**src/rtl/instr_sequencer_pkg.sv**
```systemverilog
// Shared definitions for the instruction sequencer: opcodes, FSM states and
// instruction field positions.
package instr_sequencer_pkg;

   localparam int INSTR_W = 16;
   localparam int OP_LSB  = 12;
   localparam int OP_W    = 4;
   localparam int RD_LSB  = 9;
   localparam int RS_LSB  = 6;
   localparam int RT_LSB  = 3;
   localparam int IMM_LSB = 0;
   localparam int IMM_W   = 6;

   typedef logic [OP_W-1:0] opcode_t;

   localparam opcode_t OP_NOP  = 4'd0;
   localparam opcode_t OP_ADD  = 4'd1;
   localparam opcode_t OP_SUB  = 4'd2;
   localparam opcode_t OP_AND  = 4'd3;
   localparam opcode_t OP_OR   = 4'd4;
   localparam opcode_t OP_XOR  = 4'd5;
   localparam opcode_t OP_SLL  = 4'd6;
   localparam opcode_t OP_SRL  = 4'd7;
   localparam opcode_t OP_ADDI = 4'd8;
   localparam opcode_t OP_MUL  = 4'd9;

   typedef enum logic [1:0] {
      S_IDLE = 2'd0,
      S_READ = 2'd1,
      S_EXEC = 2'd2,
      S_WB   = 2'd3
   } state_t;

   function automatic opcode_t instr_op(input logic [INSTR_W-1:0] instr);
      return instr[OP_LSB +: OP_W];
   endfunction

   // Opcodes above MUL are undefined and retire as illegal without a write.
   function automatic logic op_is_legal(input opcode_t op);
      return (op <= OP_MUL);
   endfunction

endpackage

```
**src/rtl/instr_sequencer_if.sv**
```systemverilog
// Bundle between the sequencer, its instruction source and the 8x16 register
// file read/write ports.
interface instr_sequencer_if
   import instr_sequencer_pkg::*;
#(
   parameter int DATA_W = 16,
   parameter int ADDR_W = 3
);
   // Handshake: an instruction transfers on the rising clock edge where
   // instr_valid and instr_ready are both high. instr_ready is high only while
   // the sequencer is idle; a source seeing ready low must hold valid and instr.
   logic               instr_valid;
   logic [INSTR_W-1:0] instr;
   logic               instr_ready;

   logic [ADDR_W-1:0]  read_reg1;
   logic [ADDR_W-1:0]  read_reg2;
   logic [DATA_W-1:0]  reg1;
   logic [DATA_W-1:0]  reg2;

   logic [ADDR_W-1:0]  write_reg;
   logic [DATA_W-1:0]  write_data;
   logic               wr_en;

   logic               done;
   logic               illegal;
   logic               zero;
   logic               busy;

   modport master (
      input  instr_valid, instr, reg1, reg2,
      output instr_ready, read_reg1, read_reg2, write_reg, write_data,
             wr_en, done, illegal, zero, busy
   );

   modport slave (
      output instr_valid, instr, reg1, reg2,
      input  instr_ready, read_reg1, read_reg2, write_reg, write_data,
             wr_en, done, illegal, zero, busy
   );

endinterface

```
**src/rtl/instr_sequencer_seq_mul16.sv**
```systemverilog
// Iterative shift-add multiplier returning the low W bits of a*b after W
// cycles; the first partial product is folded into the start cycle.
module seq_mul16 #(
   parameter int W = 16
) (
   input  logic         clk,
   input  logic         rst_n,
   input  logic         i_start,
   input  logic [W-1:0] i_a,
   input  logic [W-1:0] i_b,
   output logic         o_busy,
   output logic         o_done,
   output logic [W-1:0] o_product
);

   localparam int CW = $clog2(W);

   logic [W-1:0]  r_acc;
   logic [W-1:0]  r_a;
   logic [W-1:0]  r_b;
   logic [CW-1:0] r_cnt;
   logic          r_busy;
   logic          r_done;

   always_ff @(posedge clk or negedge rst_n) begin
      if (!rst_n) begin
         r_acc  <= '0;
         r_a    <= '0;
         r_b    <= '0;
         r_cnt  <= '0;
         r_busy <= 1'b0;
         r_done <= 1'b0;
      end else begin
         r_done <= 1'b0;
         if (i_start) begin
            r_acc  <= i_b[0] ? i_a : '0;
            r_a    <= i_a << 1;
            r_b    <= i_b >> 1;
            r_cnt  <= CW'(1);
            r_busy <= 1'b1;
         end else if (r_busy) begin
            if (r_b[0]) begin
               r_acc <= r_acc + r_a;
            end
            r_a   <= r_a << 1;
            r_b   <= r_b >> 1;
            r_cnt <= r_cnt + 1'b1;
            // Step W-1 is the last multiplier bit; the product is final next cycle.
            if (r_cnt == CW'(W-1)) begin
               r_busy <= 1'b0;
               r_done <= 1'b1;
            end
         end
      end
   end

   assign o_busy    = r_busy;
   assign o_done    = r_done;
   assign o_product = r_acc;

endmodule

```
**src/rtl/instr_sequencer.sv**
```systemverilog
// Control/execute stage for the 8x16 register file: accepts one instruction,
// reads its operands, executes it and issues a single registered write-back.
module instr_sequencer
   import instr_sequencer_pkg::*;
#(
   parameter int DATA_W = 16,
   parameter int ADDR_W = 3
) (
   input  logic              clk,
   input  logic              rst_n,
   instr_sequencer_if.master bus,
   output state_t            o_dbg_state
);

   state_t              r_state;
   state_t              w_next;
   logic [INSTR_W-1:0]  r_instr;
   logic [DATA_W-1:0]   r_op1;
   logic [DATA_W-1:0]   r_op2;

   logic                r_wr_en;
   logic                r_done;
   logic                r_illegal;
   logic                r_zero;
   logic [ADDR_W-1:0]   r_write_reg;
   logic [DATA_W-1:0]   r_write_data;

   opcode_t             w_op;
   logic                w_legal;
   logic                w_no_exec;
   logic [DATA_W-1:0]   w_imm_sext;
   logic [DATA_W-1:0]   w_alu;

   logic                w_load_wb;
   logic                w_wb_wr;
   logic                w_wb_ill;
   logic [DATA_W-1:0]   w_wb_data;

   logic                w_mul_start;
   logic                w_mul_busy;
   logic                w_mul_done;
   logic [DATA_W-1:0]   w_mul_prod;

   assign w_op       = instr_op(r_instr);
   assign w_legal    = op_is_legal(w_op);
   assign w_no_exec  = (w_op == OP_NOP) || !w_legal;
   assign w_imm_sext = {{(DATA_W-IMM_W){r_instr[IMM_LSB+IMM_W-1]}},
                        r_instr[IMM_LSB +: IMM_W]};

   always_comb begin
      w_alu = '0;
      case (w_op)
         OP_ADD:  w_alu = r_op1 + r_op2;
         OP_SUB:  w_alu = r_op1 - r_op2;
         OP_AND:  w_alu = r_op1 & r_op2;
         OP_OR:   w_alu = r_op1 | r_op2;
         OP_XOR:  w_alu = r_op1 ^ r_op2;
         OP_SLL:  w_alu = r_op1 << r_op2[3:0];
         OP_SRL:  w_alu = r_op1 >> r_op2[3:0];
         OP_ADDI: w_alu = r_op1 + w_imm_sext;
         default: w_alu = '0;
      endcase
   end

   always_comb begin
      w_next      = r_state;
      w_load_wb   = 1'b0;
      w_wb_wr     = 1'b0;
      w_wb_ill    = 1'b0;
      w_wb_data   = '0;
      w_mul_start = 1'b0;
      case (r_state)
         S_IDLE: begin
            if (bus.instr_valid) begin
               w_next = S_READ;
            end
         end
         S_READ: begin
            // NOP and undefined opcodes have nothing to execute or write.
            if (w_no_exec) begin
               w_next    = S_WB;
               w_load_wb = 1'b1;
               w_wb_ill  = !w_legal;
            end else begin
               w_next      = S_EXEC;
               w_mul_start = (w_op == OP_MUL);
            end
         end
         S_EXEC: begin
            if (w_op == OP_MUL) begin
               if (w_mul_done) begin
                  w_next    = S_WB;
                  w_load_wb = 1'b1;
                  w_wb_wr   = 1'b1;
                  w_wb_data = w_mul_prod;
               end
            end else begin
               w_next    = S_WB;
               w_load_wb = 1'b1;
               w_wb_wr   = 1'b1;
               w_wb_data = w_alu;
            end
         end
         S_WB: begin
            w_next = S_IDLE;
         end
         default: begin
            w_next = S_IDLE;
         end
      endcase
   end

   always_ff @(posedge clk or negedge rst_n) begin
      if (!rst_n) begin
         r_state <= S_IDLE;
      end else begin
         r_state <= w_next;
      end
   end

   always_ff @(posedge clk or negedge rst_n) begin
      if (!rst_n) begin
         r_instr <= '0;
         r_op1   <= '0;
         r_op2   <= '0;
      end else begin
         if (r_state == S_IDLE && bus.instr_valid) begin
            r_instr <= bus.instr;
         end
         if (r_state == S_READ) begin
            r_op1 <= bus.reg1;
            r_op2 <= bus.reg2;
         end
      end
   end

   // Write-back outputs are registered so they hold steady across the whole
   // WB cycle and the register file's negedge commit lands mid-cycle.
   always_ff @(posedge clk or negedge rst_n) begin
      if (!rst_n) begin
         r_wr_en      <= 1'b0;
         r_done       <= 1'b0;
         r_illegal    <= 1'b0;
         r_zero       <= 1'b0;
         r_write_reg  <= '0;
         r_write_data <= '0;
      end else begin
         r_wr_en   <= w_load_wb & w_wb_wr;
         r_done    <= w_load_wb;
         r_illegal <= w_load_wb & w_wb_ill;
         r_zero    <= w_load_wb & w_wb_wr & (w_wb_data == '0);
         if (w_load_wb) begin
            r_write_reg  <= r_instr[RD_LSB +: ADDR_W];
            r_write_data <= w_wb_data;
         end
      end
   end

   seq_mul16 #(
      .W (DATA_W)
   ) u_mul (
      .clk       (clk),
      .rst_n     (rst_n),
      .i_start   (w_mul_start),
      .i_a       (bus.reg1),
      .i_b       (bus.reg2),
      .o_busy    (w_mul_busy),
      .o_done    (w_mul_done),
      .o_product (w_mul_prod)
   );

   assign bus.instr_ready = (r_state == S_IDLE);
   assign bus.busy        = (r_state != S_IDLE) || w_mul_busy;
   assign bus.read_reg1   = r_instr[RS_LSB +: ADDR_W];
   assign bus.read_reg2   = r_instr[RT_LSB +: ADDR_W];
   assign bus.write_reg   = r_write_reg;
   assign bus.write_data  = r_write_data;
   assign bus.wr_en       = r_wr_en;
   assign bus.done        = r_done;
   assign bus.illegal     = r_illegal;
   assign bus.zero        = r_zero;
   assign o_dbg_state     = r_state;

endmodule

```
**src/flat_wrapper.sv**
```systemverilog
// flat-port wrapper written by rule: the top's interface ports become plain ports
module instr_sequencer_flat import instr_sequencer_pkg::*;
#(
   parameter int DATA_W = 16,
   parameter int ADDR_W = 3
)
  (clk, rst_n, o_dbg_state, bus_instr_valid, bus_instr, bus_reg1, bus_reg2, bus_instr_ready, bus_read_reg1, bus_read_reg2, bus_write_reg, bus_write_data, bus_wr_en, bus_done, bus_illegal, bus_zero, bus_busy);
  instr_sequencer_if #(.DATA_W(DATA_W), .ADDR_W(ADDR_W)) bus_i ();
  input  logic clk;
  input  logic rst_n;
  output state_t o_dbg_state;
  input wire logic [$bits(bus_i.instr_valid)-1:0] bus_instr_valid;
  input wire logic [$bits(bus_i.instr)-1:0] bus_instr;
  input wire logic [$bits(bus_i.reg1)-1:0] bus_reg1;
  input wire logic [$bits(bus_i.reg2)-1:0] bus_reg2;
  output wire logic [$bits(bus_i.instr_ready)-1:0] bus_instr_ready;
  output wire logic [$bits(bus_i.read_reg1)-1:0] bus_read_reg1;
  output wire logic [$bits(bus_i.read_reg2)-1:0] bus_read_reg2;
  output wire logic [$bits(bus_i.write_reg)-1:0] bus_write_reg;
  output wire logic [$bits(bus_i.write_data)-1:0] bus_write_data;
  output wire logic [$bits(bus_i.wr_en)-1:0] bus_wr_en;
  output wire logic [$bits(bus_i.done)-1:0] bus_done;
  output wire logic [$bits(bus_i.illegal)-1:0] bus_illegal;
  output wire logic [$bits(bus_i.zero)-1:0] bus_zero;
  output wire logic [$bits(bus_i.busy)-1:0] bus_busy;
  assign bus_i.instr_valid = bus_instr_valid;
  assign bus_i.instr = bus_instr;
  assign bus_i.reg1 = bus_reg1;
  assign bus_i.reg2 = bus_reg2;
  assign bus_instr_ready = bus_i.instr_ready;
  assign bus_read_reg1 = bus_i.read_reg1;
  assign bus_read_reg2 = bus_i.read_reg2;
  assign bus_write_reg = bus_i.write_reg;
  assign bus_write_data = bus_i.write_data;
  assign bus_wr_en = bus_i.wr_en;
  assign bus_done = bus_i.done;
  assign bus_illegal = bus_i.illegal;
  assign bus_zero = bus_i.zero;
  assign bus_busy = bus_i.busy;
  instr_sequencer #(.DATA_W(DATA_W), .ADDR_W(ADDR_W)) u_core (.clk(clk), .rst_n(rst_n), .bus(bus_i), .o_dbg_state(o_dbg_state));
endmodule
```
**config.mk**
```make
export PLATFORM = sky130hd
export DESIGN_NAME = instr_sequencer_flat
export DESIGN_NICKNAME = d
export VERILOG_FILES = /design/src/rtl/instr_sequencer_pkg.sv /design/src/rtl/instr_sequencer_if.sv /design/src/rtl/instr_sequencer_seq_mul16.sv /design/src/rtl/instr_sequencer.sv /design/src/flat_wrapper.sv
export SDC_FILE = /design/constraint.sdc
export NUM_CORES = 1
export LEC_CHECK = 0
export CAP_MARGIN = 40
export CORE_UTILIZATION = 60
export CTS_CLUSTER_SIZE = 24
export DETAILED_ROUTE_END_ITERATION = 8
export PLACE_DENSITY = 0.82
export SLEW_MARGIN = 10
export SYNTH_ARGS = -nofsm -noshare
export SYNTH_HDL_FRONTEND = slang
export SYNTH_SLANG_ARGS = --single-unit
export TNS_END_PERCENT = 50
```
**constraint.sdc**
```tcl
create_clock -name clk -period 6.7 [get_ports clk]
set_clock_uncertainty 0.15 [all_clocks]
set_input_delay 2.01 -clock clk [delete_from_list [all_inputs] [get_ports clk]]
set_output_delay 2.01 -clock clk [all_outputs]
set_load 0.02 [all_outputs]
```
==> reports/metrics.yaml, run 1 <==
die_height_um: 129.5
via_per_inst: 6.527
netlist_top_cells_area: "dfrtp_1 (32%), ha_1 (8.8%), o21ai_0 (6.4%)"
grt-ovfl-total: 0
synth.area.mux_share_pct: 12.25
cp_slowest_cell: "dfrtp_1"
io_buffers: 83
cts_root_buf: "clkbuf_16"
worst_r2r_startpoint: "u_core.r_instr[13]$_DFFE_PN0P_"
final_area_um2: 11200
r2r_slack_ns: 1.58
vdd_drop_max_v: 0.0003162
fp.dieW_um: 129.5
setup_slack_ns: 1.575
area_growth_pct: 14.75
async_flop_share_pct: 100.0
rows: 46
setup-tns-final_ns: 0
post-place-ws_ns: 1.662
synth-main-ff-cell: "dfrtp_1"
cts_buffer_depth: 2
drive_gt1_share_pct: 10.23
cp_data_required_time_ns: 6.90
cap_violations: 0
num_io_pins: 84
reg2regPathDepth: 13
powerDensity_nw_per_um2: 586.8
slowest_delay_ns: 0.80
synth_top_area_share_pct: 32.05
drt-wirelength-per-cell_um: 22.11
drt_pre_antenna_iters: 6
rsz0062_at_grt: "no"
clk_pin_slew_ns: 0.06
synth.most_common_cell: "nand2_1"
htree_levels: 4
netlist-cell-type-count: 86
hold_path_depth: 2
post_cts_buffers: 0
ctsResizeCount: 0
synth_xor_area_share_pct: 1.974
gp_congestion: 1.023
synth_edf_count: 0
startpoint: "u_core.r_instr[13]$_DFFE_PN0P_"
ant_nets: 0
grt_first_pass_wirelength_um: 47640
coreArea_um2: 15890
worstPathCellList: "nand2b_1, or3_1, o311ai_0, ha_1, and3_1, a2111oi_1, o211ai_1, a2111oi_0, o21a_1, xnor2_1, o22ai_1, and2_1, nor3_2"
synth-seq-cells: 125
via_count: 9131
grt_pass1_vias: 8541
crit_arrival_ns: 5.33
grt.total_usage_pct: 38.20
worst_pin_slew_ns: 0.9796
worst-path-max-fanout: 24
avgSynthCellArea_um2: 8.661
endpoint_kind: "flip-flop"
yosysTopAreaCell: "dfrtp_1"
drc_errors: 0
antenna_found_initial: 0
synth_nets: 1249
routed_wirelength_um: 30930
synthAdderAreaFrac_pct: 9.255
ys_seq_area_share_pct: 32.05
cts_tree: "built"
hp-start: "u_core.r_instr[9]$_DFFE_PN0P_"
setup_viol: 0
synth_compound_area_share_pct: 20.93
whs_endpoint: "u_core.bus.write_reg[0]$_DFFE_PN0P_"
synth_top_family_by_area: "compound AO/OA/AOI/OAI gates"
max_freq_ghz: 0.1951
postSynthCellCount: 1127
numCtsBuffers: 17
synth_warnings: 0
slew_viol_final: 0
rr_endpoint: "u_core.bus.zero$_DFF_PN0_"
period_share_pct: 76.49
nNetsFinal: 1292
worstSetupPathType: "reg -> reg"
start_util_pct: 61.44
start_kind: "flip-flop"
leakagePower_uw: 0.004847
relSlewSlack_pct: 34.55
hold_viol: 0
dieArea_um2: 16780
dp_hpwl_um: 22740
yosys.area_share.simple_pct: 17.31
grt_max_degree: 69
holdBufCountCts: 0
status: "finished, final reports clean"
min_path_type: "reg -> reg"
diodes: 0
placedInstanceArea_um2: 10580
clock_latency_ns: 0.44
final_util_pct: 70.51
drt_iter0_drc: 1277
syn_area_um2: 9761
fin_crit_ns: 5.125
cts.sinks: 125
synthTopCellsByCount: "nand2_1 (159), dfrtp_1 (125), o21ai_0 (125)"
-- stage by stage --
step / std cells / hold WS [ns] / power [µW]
final: 1399 / 0.3165 / 6572
after global routing: 1399 / 0.3382 / 6974
after CTS: 1399 / 0.3230 / 6456
after detailed placement: 1367 / 0.3036 / 5472
after global placement: 1365 / 0.2885 / 5412
after floorplan: 1127 / 0.2831 / 4339
-- layout by cell type (no fill, tap or decap), types with 8 or more instances in the layout --
master | synthesis | final
nand2_1 | 159 | 159
o21ai_0 | 125 | 125
dfrtp_1 | 125 | 124
clkdlybuf4s50_1 | 0 | 82
ha_1 | 69 | 68
a21oi_1 | 66 | 66
mux2i_1 | 61 | 61
nor2_1 | 57 | 57
inv_1 | 50 | 50
mux2_2 | 44 | 44
nor3_1 | 25 | 25
nand3_1 | 24 | 24
clkbuf_16 | 0 | 17
xnor2_1 | 13 | 13
nor2b_1 | 13 | 13
buf_4 | 8 | 13
and2_1 | 12 | 11
o221ai_1 | 11 | 11
a211oi_1 | 10 | 10
nand2b_1 | 9 | 9
xor2_1 | 9 | 9
nand4_1 | 9 | 9
or3_1 | 8 | 8
a21o_1 | 8 | 8
a31oi_1 | 8 | 8
o31ai_1 | 8 | 8
-- routing by layer --
layer | track usage, % | part of all wire, %
met5 | 0 | 0
met3 | 7.060 | 9.4
met4 | 24.08 | 6.3
met2 | 57.08 | 43
met1 | 51.26 | 41
-- worst max path at each step --
stage                                                       end  slack [ns]  cells past startpoint
after floorplan           u_core.bus.write_data[13]$_DFFE_PN0P_        1.98                     18
after global placement                u_core.bus.zero$_DFF_PN0_        1.75                     15
after detailed placement              u_core.bus.zero$_DFF_PN0_        1.66                     14
after CTS                             u_core.bus.zero$_DFF_PN0_        1.65                     14
after global routing                  u_core.bus.zero$_DFF_PN0_        1.24                     14
final                                 u_core.bus.zero$_DFF_PN0_        1.58                     13
-- cell type report --
| type | count | area (µm²) |
|---|---|---|
| multi-input cells | 875 | 6028 |
| clock buffers | 17 | 425.4 |
| fillers | 1310 | 4684 |
| repair buffers | 97 | 953.4 |
| clock inverters | 15 | 191.4 |
| inverters | 54 | 202.7 |
| flip-flops and latches | 125 | 3129 |
| well taps | 216 | 270.3 |
-- critical path: cells and delay by family (launching register included) --
kind	cells	cell delay, ns
AOI/OAI and AO/OA	6	2.22
xor gates and xnor gates	1	0.12
adders and majority gates	1	0.34
and+or+nand+nor	5	1.40
DFF	1	0.80
-- report_power, final --
part | internal [µW] | switching (µW)
Clock | 509 | 438
Combinational | 1640 | 2360
Sequential | 1080 | 542
-- logic make-up (layout without fill, tap and decap cells) --
| group | count (synthesis) | in the layout |
|---|---|---|
| buffers and inverters | 127 | 183 |
| muxes | 109 | 109 |
| adders and majority gates | 71 | 71 |
| xor gates and xnor gates | 22 | 22 |
| DFF | 125 | 125 |
| and+or+nand+nor | 353 | 353 |
| AOI/OAI and AO/OA | 320 | 320 |
Power figures use the tool's default switching activity.
==> inputs of run 2 (changes only) <==
Clock period 6.7 ns to 4.8 ns, I/O delays scaled along.
==> run 2 against run 1 <==
Effect of this change:
- critical path depth grew 2
- critical endpoint unchanged
- hold slack gained 0.0015 ns
- clock power grew 40%
- non-clock buffer count grew 12
- register-to-register slack lost 1.3 ns
- via count grew 1.3%
- clock-buffer cell count is the same
- combinational power grew 48%
==> reports/metrics.yaml, run 2 (synthesized netlist as in run 1, its figures left out) <==
status: "finished, final reports clean"
max_freq_ghz: 0.2192  # +12%
post-place-ws_ns: 0.3235  # -1.338 ns
io_buffers: 83  # unchanged
final_util_pct: 71.11  # +0.60 points
clk_pin_slew_ns: 0.06  # about the same
relSlewSlack_pct: 38.68  # +4.1 points
placedInstanceArea_um2: 10690  # +0.97%
drt-wirelength-per-cell_um: 23.53  # +6.4%
final_common_cell: "nand2_1"
min_path_type: "reg -> reg"
slew_viol_final: 0  # unchanged
crit_arrival_ns: 4.75  # -0.58 ns
powerDensity_nw_per_um2: 831.3  # +42%
rows: 46  # unchanged
multi_input_area_um2: 6045  # +0.27%
clock_latency_ns: 0.43  # about the same
total_power_uw: 9390  # +43%
period_share_pct: 95.06  # +19 points
worst-path-max-fanout: 18  # -25%
num_io_pins: 84  # unchanged
numCtsBuffers: 17  # unchanged
setup-tns-final_ns: 0  # unchanged
reg2regPathDepth: 15  # +2
htree_levels: 4  # unchanged
vdd_drop_max_v: 0.0004526  # +43%
grt_first_pass_wirelength_um: 50450  # +5.9%
dp_hpwl_um: 24550  # +8.0%
drc_errors: 0  # unchanged
gp_congestion: 1.026  # +0.29%
drt_pre_antenna_iters: 5  # -1
coreArea_um2: 15890  # unchanged
grt-ovfl-total: 0  # unchanged
cp_data_required_time_ns: 4.99  # -1.91 ns
leakagePower_uw: 0.004900  # +1.1%
via_count: 9252  # +1.3%
start_util_pct: 61.44  # unchanged
grt.total_usage_pct: 40.96  # +2.8 points
seq_area_um2: 3129  # unchanged
final_area_um2: 11300  # +0.85%
fill_cells: 1299  # -0.84%
hold_viol: 0  # unchanged
antenna_found_initial: 0  # unchanged
drt_iter0_drc: 902  # -29%
die_height_um: 129.5  # unchanged
routed_wirelength_um: 33200  # +7.3%
layout_common_cells: "nand2_1 (159), o21ai_0 (125), dfrtp_1 (124), clkdlybuf4s50_1 (82), ha_1 (68)"
cts_root_buf: "clkbuf_16"
endpoint_kind: "flip-flop"
worstSetupPathType: "reg -> reg"
diodes: 0  # unchanged
setup_viol: 0  # unchanged
hold_path_depth: 2  # unchanged
setup_slack_ns: 0.2374  # -1.338 ns
dieArea_um2: 16780  # unchanged
start_kind: "flip-flop"
via_per_inst: 6.557  # +0.46%
grt_pass1_vias: 8802  # +3.1%
cts_buffer_depth: 2  # unchanged
post_cts_buffers: 0  # unchanged
cap_violations: 0  # unchanged
rsz0062_at_grt: "no"
drive_gt1_share_pct: 11.38  # +1.2 points
nNetsFinal: 1304  # +0.93%
area_growth_pct: 15.73
cts.sinks: 125  # unchanged
cts_tree: "built"
worst_pin_slew_ns: 0.9178  # -0.06186 ns
fp.dieW_um: 129.5  # unchanged
grt_max_degree: 66  # -4.3%
ant_nets: 0  # unchanged
fin_crit_ns: 4.563  # -0.5623 ns
## run 2: critical path: stages (launching register included)
cell       delay [ns]
dfrtp_1          0.44
buf_4            0.21
or3_1            0.42
buf_4            0.22
o21ai_0          0.17
a221o_1          0.20
ha_1             0.29
and3_1           0.22
a2111oi_1        0.53
xnor2_1          0.18
a2111oi_2        0.48
nor2_1           0.08
or3_1            0.31
nor4_1           0.21
nand4_1          0.16
nor3_2           0.20
## run 2: path summary, 6_finish.rpt
check	slack (ns)	end	start
worst max-delay path	0.24	u_core.bus.zero$_DFF_PN0_	u_core.r_instr[14]$_DFFE_PN0P_
worst min-delay path	0.32	u_core.bus.write_reg[0]$_DFFE_PN0P_	u_core.r_instr[9]$_DFFE_PN0P_
worst max register to register	0.24	u_core.bus.zero$_DFF_PN0_	u_core.r_instr[14]$_DFFE_PN0P_
worst min register to register	0.32	u_core.bus.write_reg[0]$_DFFE_PN0P_	u_core.r_instr[9]$_DFFE_PN0P_
max in group asynchronous	2.82	u_core.bus.write_data[8]$_DFFE_PN0P_	rst_n
min in group asynchronous	0.90	u_core.r_instr[7]$_DFFE_PN0P_	rst_n
## run 2: what timing repair did
item / CTS / global route
setup endpoints to repair: 0 / 1
resized for setup: 0 / 3
hold buffers: 0 / 0
## run 2: cell type report
cell class / instances / share of cell area [%]
clock buffers: 17 / 3.766
clock inverters: 15 / 1.484
inverters: 54 / 1.794
multi-input cells: 875 / 53.51
flip-flops and latches: 125 / 27.70
well taps: 216 / 2.393
repair buffers: 109 / 9.349
## run 2: per-stage QoR
stage	std cells	hold WS, ns
after floorplan	1127	0.2831
after global placement	1377	0.2949
after detailed placement	1379	0.3087
after CTS	1411	0.3202
after global routing	1411	0.3520
final	1411	0.3180
## run 2: power breakdown
| group | internal [µW] | switching (µW) | leakage (µW) |
|---|---|---|---|
| registers | 1510 | 650 | 0.00157 |
| logic | 2360 | 3550 | 0.00304 |
| clock network | 742 | 574 | 0.000288 |
| total | 4620 | 4770 | 0.00490 |
## run 2: per-layer routing
layer	part of all wire (%)	GRT usage, %	wire length [µm]
met1	42	54.49	13790
met2	44	61.76	14580
met3	9.6	9.909	3202
met4	4.9	21.89	1627
met5	0	0	0
